$ cat config.mk
export PLATFORM = sky130hd
export DESIGN_NAME = id_ex_register
export DESIGN_NICKNAME = d
export VERILOG_FILES = /design/src/rtl/id_ex_register.sv
export SDC_FILE = /design/constraint.sdc
export NUM_CORES = 1
export LEC_CHECK = 0
export CAP_MARGIN = 10
export CELL_PAD_IN_SITES_DETAIL_PLACEMENT = 1
export CELL_PAD_IN_SITES_GLOBAL_PLACEMENT = 1
export CORE_ASPECT_RATIO = 2
export CORE_UTILIZATION = 27
export CTS_CLUSTER_DIAMETER = 120
export DETAILED_ROUTE_END_ITERATION = 8
export PLACE_DENSITY = 0.85
export REMOVE_ABC_BUFFERS = 1
export SETUP_SLACK_MARGIN = 0.02
export SYNTH_ARGS = -nofsm -noshare
export SYNTH_HDL_FRONTEND = slang
export SYNTH_SLANG_ARGS = --single-unit
$ cat constraint.sdc
create_clock -name CLK -period 1.55 [get_ports CLK]
set_input_delay 0.31 -clock CLK [delete_from_list [all_inputs] [get_ports CLK]]
set_output_delay 0.31 -clock CLK [all_outputs]
set_load 0.1 [all_outputs]
$ cat src/rtl/id_ex_register.sv
// ============================================================================
// id_ex_register
// ----------------------------------------------------------------------------
// Decode-to-execute pipeline register for the RV32I 5-stage core. It sits
// directly after the register file. It captures the read operands, the
// immediate, the PC, the register indices and the decoded control bundle, and
// presents them to EX one cycle later.
//
// Functions beyond a plain pipeline register:
//   * Write-back bypass. When WB writes the same register that decode is
//     reading in this cycle, WbData is captured instead of the stale
//     register-file value. Register x0 is never bypassed.
//   * Load-use hazard detection. HazardStall is combinational: a valid load
//     in EX whose rd is read by the valid instruction in ID. It causes a
//     bubble to be inserted on the next edge.
//   * Stall. The whole register holds. While it holds, operands that WB
//     writes are refreshed so that a long hold cannot leave a stale value.
//   * Flush. Squashes the instruction entering EX. Flush takes priority over
//     Stall.
//
// Per-edge priority: Flush > Stall > HazardStall bubble > normal load.
//
// Ports:
//   CLK, ResetN              clock (rising edge), async active-low reset
//   IdValid .. IdCtrl        decode-stage instruction fields and RF read data
//   WbRegWrite/WbAddr/WbData write-back port, used for the bypass and refresh
//   Flush, Stall             pipeline control
//   HazardStall              load-use detected; IF/ID must hold this cycle
//   ExValid .. ExCtrl        registered outputs to the execute stage
//
// Optional build macro ID_EX_PERF_CNT_EN adds two saturating performance
// counters, BubbleCount and FlushCount, each REG_WIDTH wide.
// ============================================================================
module id_ex_register #(
    parameter int REG_WIDTH          = 32,
    parameter int ADDRESS_PORT_WIDTH = 5,
    parameter int CTRL_WIDTH         = 16
) (
    input  logic                          CLK,
    input  logic                          ResetN,

    input  logic                          IdValid,
    input  logic [ADDRESS_PORT_WIDTH-1:0] IdRs1,
    input  logic [ADDRESS_PORT_WIDTH-1:0] IdRs2,
    input  logic [ADDRESS_PORT_WIDTH-1:0] IdRd,
    input  logic                          IdUsesRs1,
    input  logic                          IdUsesRs2,
    input  logic                          IdMemRead,
    input  logic [REG_WIDTH-1:0]          ReadData1,
    input  logic [REG_WIDTH-1:0]          ReadData2,
    input  logic [REG_WIDTH-1:0]          IdImm,
    input  logic [REG_WIDTH-1:0]          IdPC,
    input  logic [CTRL_WIDTH-1:0]         IdCtrl,

    input  logic                          WbRegWrite,
    input  logic [ADDRESS_PORT_WIDTH-1:0] WbAddr,
    input  logic [REG_WIDTH-1:0]          WbData,

    input  logic                          Flush,
    input  logic                          Stall,

    output logic                          HazardStall,
`ifdef ID_EX_PERF_CNT_EN
    output logic [REG_WIDTH-1:0]          BubbleCount,
    output logic [REG_WIDTH-1:0]          FlushCount,
`endif
    output logic                          ExValid,
    output logic [ADDRESS_PORT_WIDTH-1:0] ExRs1,
    output logic [ADDRESS_PORT_WIDTH-1:0] ExRs2,
    output logic [ADDRESS_PORT_WIDTH-1:0] ExRd,
    output logic                          ExMemRead,
    output logic [REG_WIDTH-1:0]          ExRs1Data,
    output logic [REG_WIDTH-1:0]          ExRs2Data,
    output logic [REG_WIDTH-1:0]          ExImm,
    output logic [REG_WIDTH-1:0]          ExPC,
    output logic [CTRL_WIDTH-1:0]         ExCtrl
);

    // ------------------------------------------------------------------
    // Pipeline state
    // ------------------------------------------------------------------
    logic                          ex_valid_q,    ex_valid_d;
    logic [ADDRESS_PORT_WIDTH-1:0] ex_rs1_q,      ex_rs1_d;
    logic [ADDRESS_PORT_WIDTH-1:0] ex_rs2_q,      ex_rs2_d;
    logic [ADDRESS_PORT_WIDTH-1:0] ex_rd_q,       ex_rd_d;
    logic                          ex_mem_read_q, ex_mem_read_d;
    logic [REG_WIDTH-1:0]          ex_rs1_data_q, ex_rs1_data_d;
    logic [REG_WIDTH-1:0]          ex_rs2_data_q, ex_rs2_data_d;
    logic [REG_WIDTH-1:0]          ex_imm_q,      ex_imm_d;
    logic [REG_WIDTH-1:0]          ex_pc_q,       ex_pc_d;
    logic [CTRL_WIDTH-1:0]         ex_ctrl_q,     ex_ctrl_d;

    logic                          hazard_stall;
    logic                          wb_active;
    logic [REG_WIDTH-1:0]          rs1_fwd;
    logic [REG_WIDTH-1:0]          rs2_fwd;
    logic                          refresh_rs1;
    logic                          refresh_rs2;

    // ------------------------------------------------------------------
    // Write-back bypass for decode-stage reads, and refresh of held operands
    // ------------------------------------------------------------------
    always_comb begin
        wb_active   = WbRegWrite && (WbAddr != '0);
        rs1_fwd     = (wb_active && (WbAddr == IdRs1)) ? WbData : ReadData1;
        rs2_fwd     = (wb_active && (WbAddr == IdRs2)) ? WbData : ReadData2;
        refresh_rs1 = ex_valid_q && wb_active && (WbAddr == ex_rs1_q);
        refresh_rs2 = ex_valid_q && wb_active && (WbAddr == ex_rs2_q);
    end

    // ------------------------------------------------------------------
    // Load-use hazard detection
    // ------------------------------------------------------------------
    always_comb begin
        hazard_stall = ex_valid_q && ex_mem_read_q && (ex_rd_q != '0) && IdValid &&
                       ((IdUsesRs1 && (IdRs1 == ex_rd_q)) ||
                        (IdUsesRs2 && (IdRs2 == ex_rd_q)));
    end

    // ------------------------------------------------------------------
    // Next-state selection
    // ------------------------------------------------------------------
    // Flush, bubble and normal load share one load path. Flush and bubble
    // differ only in clearing the four fields that make the slot inert;
    // the operand fields they leave behind are don't-care.
    always_comb begin
        ex_valid_d    = ex_valid_q;
        ex_rs1_d      = ex_rs1_q;
        ex_rs2_d      = ex_rs2_q;
        ex_rd_d       = ex_rd_q;
        ex_mem_read_d = ex_mem_read_q;
        ex_rs1_data_d = ex_rs1_data_q;
        ex_rs2_data_d = ex_rs2_data_q;
        ex_imm_d      = ex_imm_q;
        ex_pc_d       = ex_pc_q;
        ex_ctrl_d     = ex_ctrl_q;

        if (Flush || !Stall) begin
            ex_valid_d    = IdValid;
            ex_rs1_d      = IdRs1;
            ex_rs2_d      = IdRs2;
            ex_rd_d       = IdRd;
            // Gate with IdValid so that an empty slot can never look like a load.
            ex_mem_read_d = IdMemRead && IdValid;
            ex_rs1_data_d = rs1_fwd;
            ex_rs2_data_d = rs2_fwd;
            ex_imm_d      = IdImm;
            ex_pc_d       = IdPC;
            ex_ctrl_d     = IdCtrl;

            if (Flush || hazard_stall) begin
                ex_valid_d    = 1'b0;
                ex_ctrl_d     = '0;
                ex_mem_read_d = 1'b0;
                ex_rd_d       = '0;
            end
        end else begin
            if (refresh_rs1) ex_rs1_data_d = WbData;
            if (refresh_rs2) ex_rs2_data_d = WbData;
        end
    end

    always_ff @(posedge CLK or negedge ResetN) begin
        if (!ResetN) begin
            ex_valid_q    <= 1'b0;
            ex_rs1_q      <= '0;
            ex_rs2_q      <= '0;
            ex_rd_q       <= '0;
            ex_mem_read_q <= 1'b0;
            ex_rs1_data_q <= '0;
            ex_rs2_data_q <= '0;
            ex_imm_q      <= '0;
            ex_pc_q       <= '0;
            ex_ctrl_q     <= '0;
        end else begin
            ex_valid_q    <= ex_valid_d;
            ex_rs1_q      <= ex_rs1_d;
            ex_rs2_q      <= ex_rs2_d;
            ex_rd_q       <= ex_rd_d;
            ex_mem_read_q <= ex_mem_read_d;
            ex_rs1_data_q <= ex_rs1_data_d;
            ex_rs2_data_q <= ex_rs2_data_d;
            ex_imm_q      <= ex_imm_d;
            ex_pc_q       <= ex_pc_d;
            ex_ctrl_q     <= ex_ctrl_d;
        end
    end

`ifdef ID_EX_PERF_CNT_EN
    // ------------------------------------------------------------------
    // Saturating performance counters
    // ------------------------------------------------------------------
    logic [REG_WIDTH-1:0] bubble_count_q, bubble_count_d;
    logic [REG_WIDTH-1:0] flush_count_q,  flush_count_d;

    always_comb begin
        bubble_count_d = bubble_count_q;
        flush_count_d  = flush_count_q;
        // A bubble counts only when it is actually inserted, which means
        // Flush and Stall do not win this edge.
        if (!Flush && !Stall && hazard_stall && (bubble_count_q != '1))
            bubble_count_d = bubble_count_q + 1'b1;
        if (Flush && (flush_count_q != '1))
            flush_count_d = flush_count_q + 1'b1;
    end

    always_ff @(posedge CLK or negedge ResetN) begin
        if (!ResetN) begin
            bubble_count_q <= '0;
            flush_count_q  <= '0;
        end else begin
            bubble_count_q <= bubble_count_d;
            flush_count_q  <= flush_count_d;
        end
    end

    assign BubbleCount = bubble_count_q;
    assign FlushCount  = flush_count_q;
`endif

    // ------------------------------------------------------------------
    // Outputs
    // ------------------------------------------------------------------
    assign HazardStall = hazard_stall;
    assign ExValid     = ex_valid_q;
    assign ExRs1       = ex_rs1_q;
    assign ExRs2       = ex_rs2_q;
    assign ExRd        = ex_rd_q;
    assign ExMemRead   = ex_mem_read_q;
    assign ExRs1Data   = ex_rs1_data_q;
    assign ExRs2Data   = ex_rs2_data_q;
    assign ExImm       = ex_imm_q;
    assign ExPC        = ex_pc_q;
    assign ExCtrl      = ex_ctrl_q;

endmodule
==> results.sh <==
export IMPL_netlist_top_cells_area="dfrtp_1 52%, nand2_1 12%, mux2i_1 8.2%"
export IMPL_cts_root_buf="clkbuf_16"
export IMPL_worstSetupEndpointType="output port"
export IMPL_gp_congestion=0.8546
export IMPL_synth_area_mm2=0.007815
export IMPL_first_pass_iters=9
export IMPL_fp_dieW_um=122.3
export IMPL_routed_wl_mm=40.51
export IMPL_synth_top_area_share_pct=51.55
export IMPL_synth_edf_count=0
export IMPL_critical_path_class="register to output port"
export IMPL_fin_nets=1479
export IMPL_async_flop_share_pct=100.0
export IMPL_drv_slew=0
export IMPL_io_pins=367
export IMPL_dp_hpwl_mm=26.81
export IMPL_h_tree_depth=4
export IMPL_die_h_um=242.6
export IMPL_finalWorstSetupSlack_ns=-0.7671
export IMPL_synth_top_area_cell="dfrtp_1"
export IMPL_via_per_inst=5.105
export IMPL_antenna_found_initial=6
export IMPL_clkLatencyLatePin_ns=0.46
export IMPL_rows=87
export IMPL_synth_seq_cells=161
export IMPL_yosysMostFrequentCell="nand2_1"
export IMPL_max_slew_margin_pct=71.28
export IMPL_track_usage_pct=27.60
export IMPL_reg2reg_slack_ns=-0.75
export IMPL_drive_gt1_share_pct=31.16
export IMPL_rsz0062_at_grt="true"
export IMPL_synthesis_instances=814
export IMPL_clkSinkCount=161
export IMPL_cts_clk_slew_worst_paths_ns=0.08
export IMPL_p_leak_uw=0.007061
export IMPL_grt_first_pass_wirelength_mm=59.72
export IMPL_grt_ovfl_total=0
export IMPL_status="complete, but fails checks"
export IMPL_critical_path_max_fanout=4
export IMPL_holdCritPathClass="input port to register"
export IMPL_numCtsBuffers=17
export IMPL_powerDensity_mw_per_mm2=990.2
export IMPL_cp_start_kind="register"
export IMPL_design_die_area_mm2=0.02967
export IMPL_syn_to_final_growth_pct=99.52
export IMPL_drc=0
export IMPL_cap_violations=0
export IMPL_layout_cells_non_filler=1650
export IMPL_finish_utilization_pct=55.09
export IMPL_clockBufferDepth=2
export IMPL_finalCritPeriodShare_pct=149.5
export IMPL_violations="negative setup slack"
export IMPL_multi_input_area_mm2=0.003457
export IMPL_detail_route_wl_per_cell_um=24.55
export IMPL_via_count=8423
export IMPL_tightest_slew_ns=0.4309
export IMPL_grt_max_degree=59
export IMPL_worstPathRequired_ns=1.24
export IMPL_nFillCells=2884
export IMPL_core_area_mm2=0.02830
export IMPL_yosys_warnings=0
export IMPL_grt_pass1_vias=9826
export IMPL_io_buffers=366
export IMPL_drt_iter0_markers=535
export IMPL_ys_seq_area_share_pct=51.55
export IMPL_synth_cell_type_count=33
export IMPL_timing_fmax_mhz=431.6
export IMPL_synth_avg_cell_area_um2=9.601
export IMPL_start_util_pct=27.61
export IMPL_regArea_mm2=0.004034
export IMPL_min_period_ns=2.317
export IMPL_setup_viol=92
export IMPL_ir_drop_mv=0.6970
export IMPL_dp_cells=1556
export IMPL_finalHoldViolCount=0
export IMPL_finClkSkew_ns=0.01554
export IMPL_arrival_ns=2.01
export IMPL_synth_top_flop_cell="dfrtp_1"
export IMPL_antenna_left=0
export IMPL_netlist_top_cells_count="245 x nand2_1, 161 x dfrtp_1, 64 x inv_1, 64 x mux2i_1, 63 x a222oi_1"
export IMPL_cts_tree="done"
## registers in the layout, summed over array words and instances, names as in the netlist
register	flops
ExRs2Data	32
ExMemRead	1
ExRs1	5
ExValid	1
ExImm	32
ExRs1Data	32
ExPC	32
ExRs2	5
ExRd	5
ExCtrl	16
## worst max-delay path, cell delays in order (launching register included)
cell	delay, ns
dfrtp_2	0.46
or4_4	0.56
o2111ai_4	0.26
nor2_4	0.09
buf_12	0.17
## metrics by stage
stage	instance area, µm²	power (µW)	hold WS [ns]	setup TNS, ns	setup slack [ns]
2_1_floorplan	7508	7999	0.01441	-325.01	-2.733
3_3_place_gp	14070	10800	0.1740	-88.74	-1.017
4_1_cts	15470	15450	0.2301	-24.81	-0.7372
6_report	15590	15440	0.2226	-31.68	-0.7671
5_1_grt	15590	15890	0.1980	-38.25	-0.7998
3_5_place_dp	14070	10930	0.1805	-105.51	-1.173
## layer usage
metal	vias up	routed length, µm	GRT usage (%)
li1	3686	-	-
met1	4147	12580	25.27
met2	433	22600	51.11
met3	157	2466	6.978
met4	0	2870	19.33
met5	-	0	0
## timing repair
action / 4_1_cts / 5_1_grt
pin swaps: 83 / 34
setup endpoints to repair: 93 / 98
endpoints found under the hold margin: 23 / 0
hold buffers: 1 / 0
resized for setup: 113 / 25
cloned: 9 / 1
buffers inserted: 44 / 11
## logic make-up after synthesis
family | after synthesis | synth area share, %
DFF | 161 | 51.55
buffers and inverters | 126 | 6.997
AOI/OAI and AO/OA | 114 | 11.77
muxes | 64 | 8.197
xor gates and xnor gates | 30 | 3.362
and+or+nand+nor | 319 | 18.12
## worst paths after layout
kind | startpoint | cells past startpoint | to
setup / recovery | ExRd[4]$_DFFE_PN0N_ | 4 | HazardStall
hold / removal | IdRs2[1] | 3 | ExRs2[1]$_DFFE_PN0N_
setup reg to reg | ExRd[4]$_DFFE_PN0N_ | 9 | ExCtrl[14]$_DFFE_PN0N_
hold reg to reg | ExImm[28]$_DFFE_PN0N_ | 2 | ExImm[28]$_DFFE_PN0N_
max in group asynchronous | ResetN | 3 | ExRs2[0]$_DFFE_PN0N_
min in group asynchronous | ResetN | 2 | ExImm[17]$_DFFE_PN0N_
## report_power, final
group	switching, µW	internal (µW)	leakage (µW)
logic	3790	2360	0.00488
registers	422	4540	0.00191
clock network	1990	2330	0.000272
## layout by cell type, fill, tap and decap left out, drive strengths merged, types with 3 or more instances in the layout
cell type	netlist	final
xnor2	15	15
buf	21	303
dfrtp	161	161
clkinvlp	0	4
nor4	5	5
o21ai	22	22
mux2i	64	64
xor2	15	15
nand2	246	246
clkdlybuf4s50	0	188
diode	0	7
nor2	35	35
nand4	3	3
nor2b	23	23
a222oi	63	63
clkbuf	41	21
a21oi	24	24
inv	64	69
dlygate4sd2	0	7
## final cells by class
cell class	count	area share, %
Timing Repair Buffer	503	43.72
Tap cell	356	2.857
Multi-Input combinational cell	527	22.17
Clock buffer	20	2.929
Inverter	64	1.541
Antenna cell	7	0.1123
Clock inverter	12	0.7944
Sequential cell	161	25.87
No activity file was read; power rests on OpenSTA's default activity.
